File: src/rtl/insn_fetch_unit.sv
// Fetch stage: PC, single-outstanding imem read, one-entry instruction register to decode.
// Ack in N -> insn_valid in N+1; transfer in N -> next imem_req in N+1; redirects drop stale fetches.
module insn_fetch_unit #(
   parameter int          PC_WIDTH   = 12,
   parameter int          INSN_WIDTH = 32,
   parameter int unsigned RESET_PC   = 0
) (
   input  logic                  clock,
   input  logic                  reset_n,
   output logic                  imem_req,
   output logic [PC_WIDTH-1:0]   imem_addr,
   input  logic                  imem_ack,
   input  logic [INSN_WIDTH-1:0] imem_rdata,
   input  logic                  redirect,
   input  logic [PC_WIDTH-1:0]   redirect_pc,
   output logic                  insn_valid,
   input  logic                  insn_ready,
   output logic [INSN_WIDTH-1:0] insn,
   output logic [PC_WIDTH-1:0]   insn_pc,
   output logic [4:0]            opcode
);

   typedef enum logic [1:0] {
      BOOT = 2'd0,
      REQ  = 2'd1,
      HOLD = 2'd2
   } state_t;

   state_t                r_state;
   logic [PC_WIDTH-1:0]   r_pc;
   logic [PC_WIDTH-1:0]   r_tgt;
   logic                  r_kill;
   logic                  r_req;
   logic                  r_valid;
   logic [INSN_WIDTH-1:0] r_insn;
   logic [PC_WIDTH-1:0]   r_insn_pc;
   logic [PC_WIDTH-1:0]   w_pc_inc;

   assign w_pc_inc   = r_pc + PC_WIDTH'(1);
   assign imem_req   = r_req;
   assign imem_addr  = r_pc;
   assign insn_valid = r_valid;
   assign insn       = r_insn;
   assign insn_pc    = r_insn_pc;
   assign opcode     = r_insn[INSN_WIDTH-1 -: 5];

   always_ff @(posedge clock or negedge reset_n) begin
      if (!reset_n) begin
         r_state   <= BOOT;
         r_pc      <= PC_WIDTH'(RESET_PC);
         r_tgt     <= '0;
         r_kill    <= 1'b0;
         r_req     <= 1'b0;
         r_valid   <= 1'b0;
         r_insn    <= '0;
         r_insn_pc <= '0;
      end else begin
         case (r_state)
            BOOT: begin
               if (redirect) r_pc <= redirect_pc;
               r_req   <= 1'b1;
               r_state <= REQ;
            end
            REQ: begin
               // The address must stay put until the memory answers, so a redirect
               // that arrives early is parked in r_tgt and the late word is discarded.
               if (imem_ack) begin
                  if (r_kill || redirect) begin
                     r_pc   <= redirect ? redirect_pc : r_tgt;
                     r_kill <= 1'b0;
                  end else begin
                     r_insn    <= imem_rdata;
                     r_insn_pc <= r_pc;
                     r_pc      <= w_pc_inc;
                     r_valid   <= 1'b1;
                     r_req     <= 1'b0;
                     r_state   <= HOLD;
                  end
               end else if (redirect) begin
                  r_kill <= 1'b1;
                  r_tgt  <= redirect_pc;
               end
            end
            HOLD: begin
               if (redirect) begin
                  r_valid <= 1'b0;
                  r_pc    <= redirect_pc;
                  r_req   <= 1'b1;
                  r_state <= REQ;
               end else if (insn_ready) begin
                  r_valid <= 1'b0;
                  r_req   <= 1'b1;
                  r_state <= REQ;
               end
            end
            default: begin
               r_req   <= 1'b0;
               r_valid <= 1'b0;
               r_state <= BOOT;
            end
         endcase
      end
   end

endmodule

File: config.mk
export PLATFORM = sky130hd
export DESIGN_NAME = insn_fetch_unit
export DESIGN_NICKNAME = d
export VERILOG_FILES = /design/src/rtl/insn_fetch_unit.sv
export SDC_FILE = /design/constraint.sdc
export NUM_CORES = 1
export LEC_CHECK = 0
export ABC_AREA = 0
export CAP_MARGIN = 20
export CORE_MARGIN = 5
export CORE_UTILIZATION = 49
export DETAILED_ROUTE_END_ITERATION = 6
export HOLD_SLACK_MARGIN = 0.15
export PLACE_DENSITY = 0.85
export SYNTH_ARGS = -nofsm -noshare
export SYNTH_HDL_FRONTEND = slang
export SYNTH_SLANG_ARGS = --single-unit
File: constraint.sdc
create_clock -name clock -period 2.65 [get_ports clock]
set_input_delay 0.265 -clock clock [delete_from_list [all_inputs] [get_ports clock]]
set_output_delay 0.265 -clock clock [all_outputs]
set_load 0.01 [all_outputs]
# [Word level (Yosys, flattened, before mapping)]
# Cells that the tools add are included.
[op_classes] n_addsub=1 n_eq_ne=7 n_mux=23 bitwise=3 reduce_logical=11
[op_table] cell="two-way mux 12 bit" n=4
[op_table] cell="one-hot mux 12 bit (2 select lines)" n=1
[op_table] cell="adder 12 x 1 -> 12 bit, second input constant" n=1
[op_table] cell="AND reduction 3 bit" n=4
[op_table] cell="two-way mux 1 bit" n=11
[op_table] cell="two-way mux 2 bit" n=4
[op_table] cell="one-hot mux 1 bit (3 select lines)" n=2
[op_table] cell="one-hot mux 2 bit (3 select lines)" n=1
[op_table] cell="!= test 2 x 1 -> 1 bit, second input constant" n=2
[op_table] cell="!= test 2 bit, second input constant" n=2
[op_table] cell="AND reduction 4 bit" n=1
[op_table] cell="nonzero test 2 bit" n=2
[op_table] cell="!= test 3 bit, second input constant" n=1
[op_table] cell="inverter 1 bit" n=3
[op_table] cell="equality test 2 x 1 -> 1 bit, second input constant" n=1
[op_table] cell="equality test 2 bit, second input constant" n=1
[op_table] cell="zero test 2 bit" n=1
[op_table] cell="AND reduction 2 bit" n=1
[op_table] cell="OR reduction 2 bit" n=1
[op_table] cell="logical OR 1 bit" n=1
[totals] reg_bits=73 inputBits=49 out_inout_bits=63

# [Longest topological paths before layout]
# Gate-level depths: netlist of the first run.
[depth] depth_word=4 mapped_depth=7 mapped_depth_nobuf=5

# [Worst setup path before layout of the first run]
# No wires, ideal clock.
[synth_timing] kind="reg2reg" from="register r_pc[0] (netlist: imem_addr[0])" to="register r_pc[6] (netlist: imem_addr[6])" setup_ps=76 arrival_time_ps=1432 required_ps=2574 setup_slack_ps=1141 stages_incl_launch_ff=7 path_buffers=1 period_less_slack_ps=1509 path_cell_list="dfrtp_1 > ha_1 > and4_1 > buf_2 > and3_1 > o21a_1 > o21ai_1"
[synth_via] elab_chain_cells=4
[synth_rtl] element="start, declared" line_no="30" text="logic [PC_WIDTH-1:0] r_pc;"
[synth_rtl] element="start signal, assigned" line_no="50" text="r_pc <= PC_WIDTH'(RESET_PC);"
[synth_rtl] element="start signal, assigned" line_no="60" text="if (redirect) r_pc <= redirect_pc;"
[synth_rtl] element="start signal, assigned" line_no="69" text="r_pc <= redirect ? redirect_pc : r_tgt;"
[synth_rtl] element="adder 12 x 1 -> 12 bit" line_no="39" text="assign w_pc_inc = r_pc + PC_WIDTH'(1);"
[synth_rtl] element="two-way mux 12 bit" line_no="68" text="if (r_kill || redirect) begin"
[synth_rtl] element="two-way mux 12 bit" line_no="67" text="if (imem_ack) begin"
[synth_rtl] element="one-hot mux 12 bit (2 select lines)" line_no="58" text="case (r_state)"
# No other way between the ends. The select of a mux whose other input is x is not followed.
# A chain may end at the register's enable or synchronous reset.

==> results of run 1 <==
==> how the worst max path moves through the flow <==
stage                       startpoint            to  cells after the start
after floorplan           imem_addr[0]  imem_addr[6]                      6
after global placement        redirect      r_tgt[9]                      5
after detailed placement      redirect      r_tgt[9]                      5
after CTS                     imem_req      r_tgt[9]                      4
after global routing          imem_req      r_tgt[9]                      4
final                         imem_req      r_tgt[9]                      4
==> final cells by class <==
cell class,instances,area [µm²]
repair buffers,115,1140
inverters,5,18.8
fillers,506,2090
multi-input cells,231,1370
well taps,80,100
clock inverters,4,26.3
clock buffers,12,165
flip-flops and latches,72,1800
==> logic make-up (layout without fill, tap and decap cells) <==
| family | Yosys count | after routing |
|---|---|---|
| flops | 72 | 72 |
| simple gates | 154 | 154 |
| buf+inv | 26 | 136 |
| xor+xnor | 3 | 3 |
| mux | 26 | 26 |
| fa+ha+maj | 1 | 1 |
| compound gates | 47 | 47 |
==> sequential cells by signal (all words and copies together) (netlist names) <==
| signal | flops |
|---|---|
| r_tgt | 12 |
| insn | 32 |
| imem_req | 1 |
| insn_pc | 12 |
| insn_valid | 1 |
| r_kill | 1 |
| imem_addr | 12 |
| r_state | 1 |
==> synth_stat cells, drive strengths merged, types with 2 or more instances <==
master / number
and4: 2
o221ai: 2
and3: 6
mux2: 23
nand4: 2
o21a: 2
o22ai: 4
buf: 20
nand2b: 2
inv: 4
nor2: 10
nand2: 111
nor3: 5
a211oi: 4
nor2b: 5
a21oi: 10
a31oi: 2
a311oi: 2
o21ai: 10
a21o: 3
nand3: 4
mux2i: 3
xor2: 2
dfrtp: 72
==> where the power goes <==
group	switching, mW	total, mW	internal (mW)
Clock	0.397	0.814	0.416
Sequential	0.455	2.08	1.62
Combinational	1.03	2.37	1.34
==> worst max-delay path: cells and delay by family (launching register included) <==
kind | cells | cell delay (ns)
simple gates | 3 | 0.92
flops | 1 | 0.62
mux | 1 | 0.40
==> metrics by stage <==
step | util, % | hold slack, ns | area (µm²) | setup WS, ns | power, mW
floorplan | - | -0.0306 | 3350 | 1.14 | 3.21
global placement | 65.8 | 0.438 | 4420 | 0.591 | 4.38
detailed placement | 65.8 | 0.436 | 4420 | 0.547 | 4.48
CTS | 68.8 | 0.426 | 4630 | 0.595 | 5.31
global route | 68.8 | 0.427 | 4630 | 0.463 | 5.59
finish | 68.8 | 0.439 | 4630 | 0.594 | 5.26
==> per-layer routing <==
metal	vias up	GRT usage (%)	routed length, µm
met5	-	0	0
li1	1325	-	-
met1	1335	26.1	3580
met4	0	8.18	138
met2	129	31.0	3840
met3	14	4.06	669
==> summary.md, run 1 <==
| Metric | Value |
|---|---|
| Chip Height | between 90 and 100 µm |
| Synth Area in Adders | 0.373% |
| CP max stage cell | dfrtp_1 |
| Placed insts | around 500 |
| DRC | 0 |
| Port Buffers | 111 |
| Crit Path Category | flip-flop to flip-flop |
| Area fraction in and, or, nand and nor cells after synthesis | approximately a fifth |
| Initial antenna violation count | 0 |
| Final wirelength | between 8 and 9 mm |
| Slack of the worst reg-to-reg path | 0.59 ns |
| WL per Instance | ~16 µm |
| Worst-margin pin slew | a little under 0.9 ns |
| Final layout net count | approximately 480 |
| Fraction of the cycle the final worst path needs | between 70% and 80% |
| Die Area | between 8000 and 9000 µm² |
| Pleak | around 2.1 nW |
| Global-route wire length before repair | about 13 mm |
| Worst-Skew Late Latency | between 0.3 and 0.4 ns |
| # diodes | 0 |
| Placer congestion estimate | 0.901 |
| Synth unique cells | 55 |
| CTS clk-pin slew, worst paths | 0.07 ns |
| Critical path capture point type | flip-flop |
| Outcome | finished, final reports clean |
| Setup bufs post-CTS | 0 |
| First DRT Iteration DRCs | ~120 |
| Critical-path cell list | nor2b_2 -> nand2_1 -> nor2_2 -> mux2_2 |
| Starting density of the core | 49.9% |
| Hold Vio Cnt, Final | 0 |
| Hold_buf cts | 1 |
| Share of post-route cells with drive strength above 1 | a little over 10% |
| Post_cts resized | 0 |
| Unrepaired setup endpoints after global routing | false |
| DP HPWL | about 6 mm |
| H-tree depth | 3 |
| Relative slew slack | between 40% and 50% |
| Synth Instances | 329 |
| Clk root buf | clkbuf_8 |
| Crit start category | flip-flop |
| Maximum number of pins on one net before global-route repair | 73 |
| Largest family of logic cells by synthesized area | simple AND/OR/NAND/NOR gates |
| PwrDens | 1140 nW/µm² |
| Clk_skew | a little under 0.006 ns |
| Worst endpoint required time | about 2.9 ns |
| Clk sinks | 72 |
| Non-filler cells, final | approximately 520 |
| Most common cell after layout, fill and taps aside | nand2_1 |
| P&R area growth vs syn | 38.0% |
| Synth Register Bits | between 70 and 80 |
| Min-Delay Startpoint | imem_rdata[21] |
| Sequential area share after synthesis | approximately 54% |
| Routed Antenna Nets | 0 |
| Core area | about 6700 µm² |
| Worst R2R Path Depth | 4 |
| Overall die width | between 90 and 100 µm |
| Mapped Nets | between 300 and 400 |
| Post-synth EDFFs | 0 |
| Num CTS Buffers | 9 |
| XOR/XNOR share of the synthesized area | less than 1% |
| Max IR drop VDD | 0.412 mV |
| Min-delay worst type | input port to flip-flop |
| Dominant cell type by area after synthesis | dfrtp_1 |
| Leading cell types in the layout, fill and taps excluded | 111 x nand2_1, 110 x clkdlybuf4s50_1, 72 x dfrtp_1 |
| Critical path's largest stage delay | just over 0.6 ns |
| Initial DRT Pass Iterations | 6 |
| Final Max Slew Viols | 0 |
| Hold path cells | 3 |
| Worst r2r src | imem_req |
| Sink of the worst hold path | insn[21] |
| Via density | ~5.4 |
| Min Tclk post-route | just over 2 ns |
| Longest Clk Path Bufs | 2 |
| CTS tree | yes |
| TNS Setup | 0 ns |
| Worst r2r dst | r_tgt[9] |
| Crit-path max FO | 16 |
| Total Routing Usage GR | approximately a fifth |
| Compound-Gate Fraction of Synth Area | roughly a tenth |
| Mapped cell area | approximately 3400 µm² |
| Synth async-reset ratio | 100% |
| Final setup violation count | 0 |
| Mux cell area share after synthesis | 8.85% |
| Worst endpoint data arrival time | around 2.3 ns |
| Max Cap Viol | 0 |
| FP Rows | 30 |
| Synth warn | 0 |
| Main synth FF type | dfrtp_1 |
| Vias in the first global route | around 2600 |
| Fmax | 486 MHz |
| Total number of vias | around 2800 |
| Grt total ovfl | 0 |
| Synth top area cells | dfrtp_1 54%, nand2_1 12%, mux2_2 3.7%, mux2_1 3.4%, buf_4 2.7% |
| Mean Syn Cell Area | ~10 µm² |
| I/O pins | ~110 |
| Yosys top cell area share | between 50% and 60% |
No activity file was read; power rests on OpenSTA's default activity.
==> run 2: changes to the inputs <==
--- a/config.mk
+++ b/config.mk
@@ -8,10 +8,10 @@
 export ABC_AREA = 0
 export CAP_MARGIN = 20
 export CORE_MARGIN = 5
-export CORE_UTILIZATION = 49
+export CORE_UTILIZATION = 41
 export DETAILED_ROUTE_END_ITERATION = 6
 export HOLD_SLACK_MARGIN = 0.15
-export PLACE_DENSITY = 0.85
+export PLACE_DENSITY = 0.76
 export SYNTH_ARGS = -nofsm -noshare
 export SYNTH_HDL_FRONTEND = slang
 export SYNTH_SLANG_ARGS = --single-unit
==> constraint.sdc (replaced) <==
create_clock -name clock -period 1.75 [get_ports clock]
set_input_delay 0.175 -clock clock [delete_from_list [all_inputs] [get_ports clock]]
set_output_delay 0.175 -clock clock [all_outputs]
set_load 0.01 [all_outputs]
==> run 2 against run 1 <==
Combinational power is 66% higher. Clock skew is 0.0047 ns higher. Final cell count increased by 10%. First-iteration DRC count rose by 4.9%. Register-to-register slack worse by 0.52 ns. Sequential share of layout area decreased by 2.0 points. Worst setup slack got worse by 0.52 ns. Total power increased by 56%. Largest cell class unchanged. Largest power group unchanged.
==> summary.md, run 2 (same netlist as run 1, synthesis figures left out) <==
| Metric | Value |
|---|---|
| Worst endpoint data arrival time | 1.50 ns (-0.79 ns) |
| DP HPWL | 6.67 mm (+9.8%) |
| Share of post-route cells with drive strength above 1 | 15.7% (+5.4 points) |
| Max reg flops | 32 (unchanged) |
| Final Max Slew Viols | 0 (unchanged) |
| Final wirelength | 8.73 mm (+6.0%) |
| Clk_skew | 0.0106 ns (+0.00473 ns) |
| CTS tree | yes |
| Worst-Skew Late Latency | 0.35 ns (about the same) |
| Slack of the worst reg-to-reg path | 0.08 ns (-0.52 ns) |
| Total Power | 8.19 mW (+56%) |
| Global-route wire length before repair | 14.1 mm (+6.2%) |
| Relative slew slack | 68.9% (+27 points) |
| FILL cells | 698 (+38%) |
| WL per Instance | 15.3 µm (-3.7%) |
| Die Area | 10100 µm² (+17%) |
| DRC | 0 (unchanged) |
| H-tree depth | 3 (unchanged) |
| Via density | 5.03 (-6.8%) |
| Worst endpoint required time | 1.57 ns (-1.31 ns) |
| Unrepaired setup endpoints after global routing | false |
| Core area | 8090 µm² (+20%) |
| CP startpoint | imem_req |
| Crit Path Category | flip-flop to output port |
| Final setup violation count | 0 (unchanged) |
| Total Routing Usage GR | 17.6% (-1.9 points) |
| Chip Height | 100 µm (+8.3%) |
| Placer congestion estimate | 0.857 (-4.9%) |
| Pleak | 2.21 nW (+6.1%) |
| Initial DRT Pass Iterations | 4 (-2) |
| Crit start category | flip-flop |
| P&R area growth vs syn | 45.5% |
| Routed Antenna Nets | 0 (unchanged) |
| Port Buffers | 111 (unchanged) |
| Hold Vio Cnt, Final | 0 (unchanged) |
| Total number of vias | 2873 (+2.5%) |
| Dpl cell area | 4680 µm² (+5.9%) |
| Final layout net count | 511 (+5.6%) |
| Outcome | finished, final reports clean |
| Num CTS Buffers | 9 (unchanged) |
| Min-delay worst type | input port to asynchronous set/reset pin |
| Min Tclk post-route | around 1.7 ns |
| Max Cap Viol | 0 (unchanged) |
| Overall die width | 100 µm (+8.3%) |
| Vias in the first global route | 2803 (+8.1%) |
| FP Rows | 33 (+10%) |
| Worst-margin pin slew | 0.466 ns (-0.405 ns) |
| Initial antenna violation count | 0 (unchanged) |
| Crit-path max FO | 13 (-3) |
| Critical path capture point type | output port |
| Starting density of the core | 41.4% (-8.5 points) |
| Max IR drop VDD | 0.629 mV (+53%) |
| Most common cell after layout, fill and taps aside | nand2_1 |
| Worst r2r src | imem_req |
| Fmax | between 500 and 600 MHz |
| Hold WS | 0.318 ns (-0.121 ns) |
| Leading cell types in the layout, fill and taps excluded | 111 x nand2_1, 110 x clkdlybuf4s50_1, 72 x dfrtp_1 |
| PwrDens | 1680 nW/µm² (+48%) |
| CTS clk-pin slew, worst paths | 0.08 ns (about the same) |
| Grt total ovfl | 0 (unchanged) |
| Clk root buf | clkbuf_8 |
| Clk sinks | 72 (unchanged) |
| Fraction of the cycle the final worst path needs | a little over nine tenths |
| First DRT Iteration DRCs | 129 (+4.9%) |
| I/O pins | 112 (unchanged) |
| Maximum number of pins on one net before global-route repair | 37 (-49%) |
| # diodes | 0 (unchanged) |
| Longest Clk Path Bufs | 2 (unchanged) |
| Design area | 4880 µm² (+5.5%) |
[run 2: changes by cell type in the layout (fill, tap and decap cells not counted), moves of 2 or more]
cell,delta
inv_6,+3
buf_4,+25
buf_12,+2
clkinv_2,-2
clkbuf_8,-3
[run 2: what timing repair did]
action / in CTS / in global routing
hold endpoints to repair: 32 / 0
hold buffers: 1 / 0
setup endpoints to repair: 1 / 0
buffers inserted: 0 / 0
resized for setup: 1 / 0
[run 2: critical path, stage by stage, from the launching register on]
cell and delay, ns:
dfrtp_1 0.38, buf_4 0.21, clkdlybuf4s50_1 0.56
[run 2: area by class of cell]
cell class	instances	area, µm²	share of cell area, %
Multi-Input combinational cell	231	1380	28.2
Clock buffer	9	124	2.54
Clock inverter	7	58.8	1.21
Tap cell	105	131	2.69
Inverter	5	18.8	0.385
Sequential cell	72	1800	36.9
Timing Repair Buffer	142	1370	28.1
[run 2: final timing paths]
path | end | depth (start not counted)
setup / recovery | imem_req | 2
hold / removal | r_tgt[3] | 2
setup reg to reg | imem_addr[11] | 5
hold reg to reg | insn_pc[10] | 2
max in group asynchronous | imem_addr[0] | 3
min in group clock | insn[18] | 3
[run 2: power breakdown]
part	internal (mW)	switching, mW
Sequential	2.45	0.568
Clock	0.536	0.698
Combinational	2.24	1.69
Total	5.23	2.96
[run 2: per-stage QoR]
stage	util, %	std cells	setup WS, ns	TNS (ns)
detailed placement	57.9	554	-0.133	-0.138
CTS	60.3	571	0.0586	0
floorplan	-	329	0.241	0
global placement	57.9	554	-0.175	-0.179
global route	60.3	571	0.0137	0
finish	60.3	571	0.0771	0
[run 2: layer usage]
layer,wire (µm),part of all wire (%),global-route usage (%)
met1,4000,46,24.3
met2,4060,47,27.7
met3,545,6.2,3.27
met4,124,1.4,6.63
met5,0,0,0
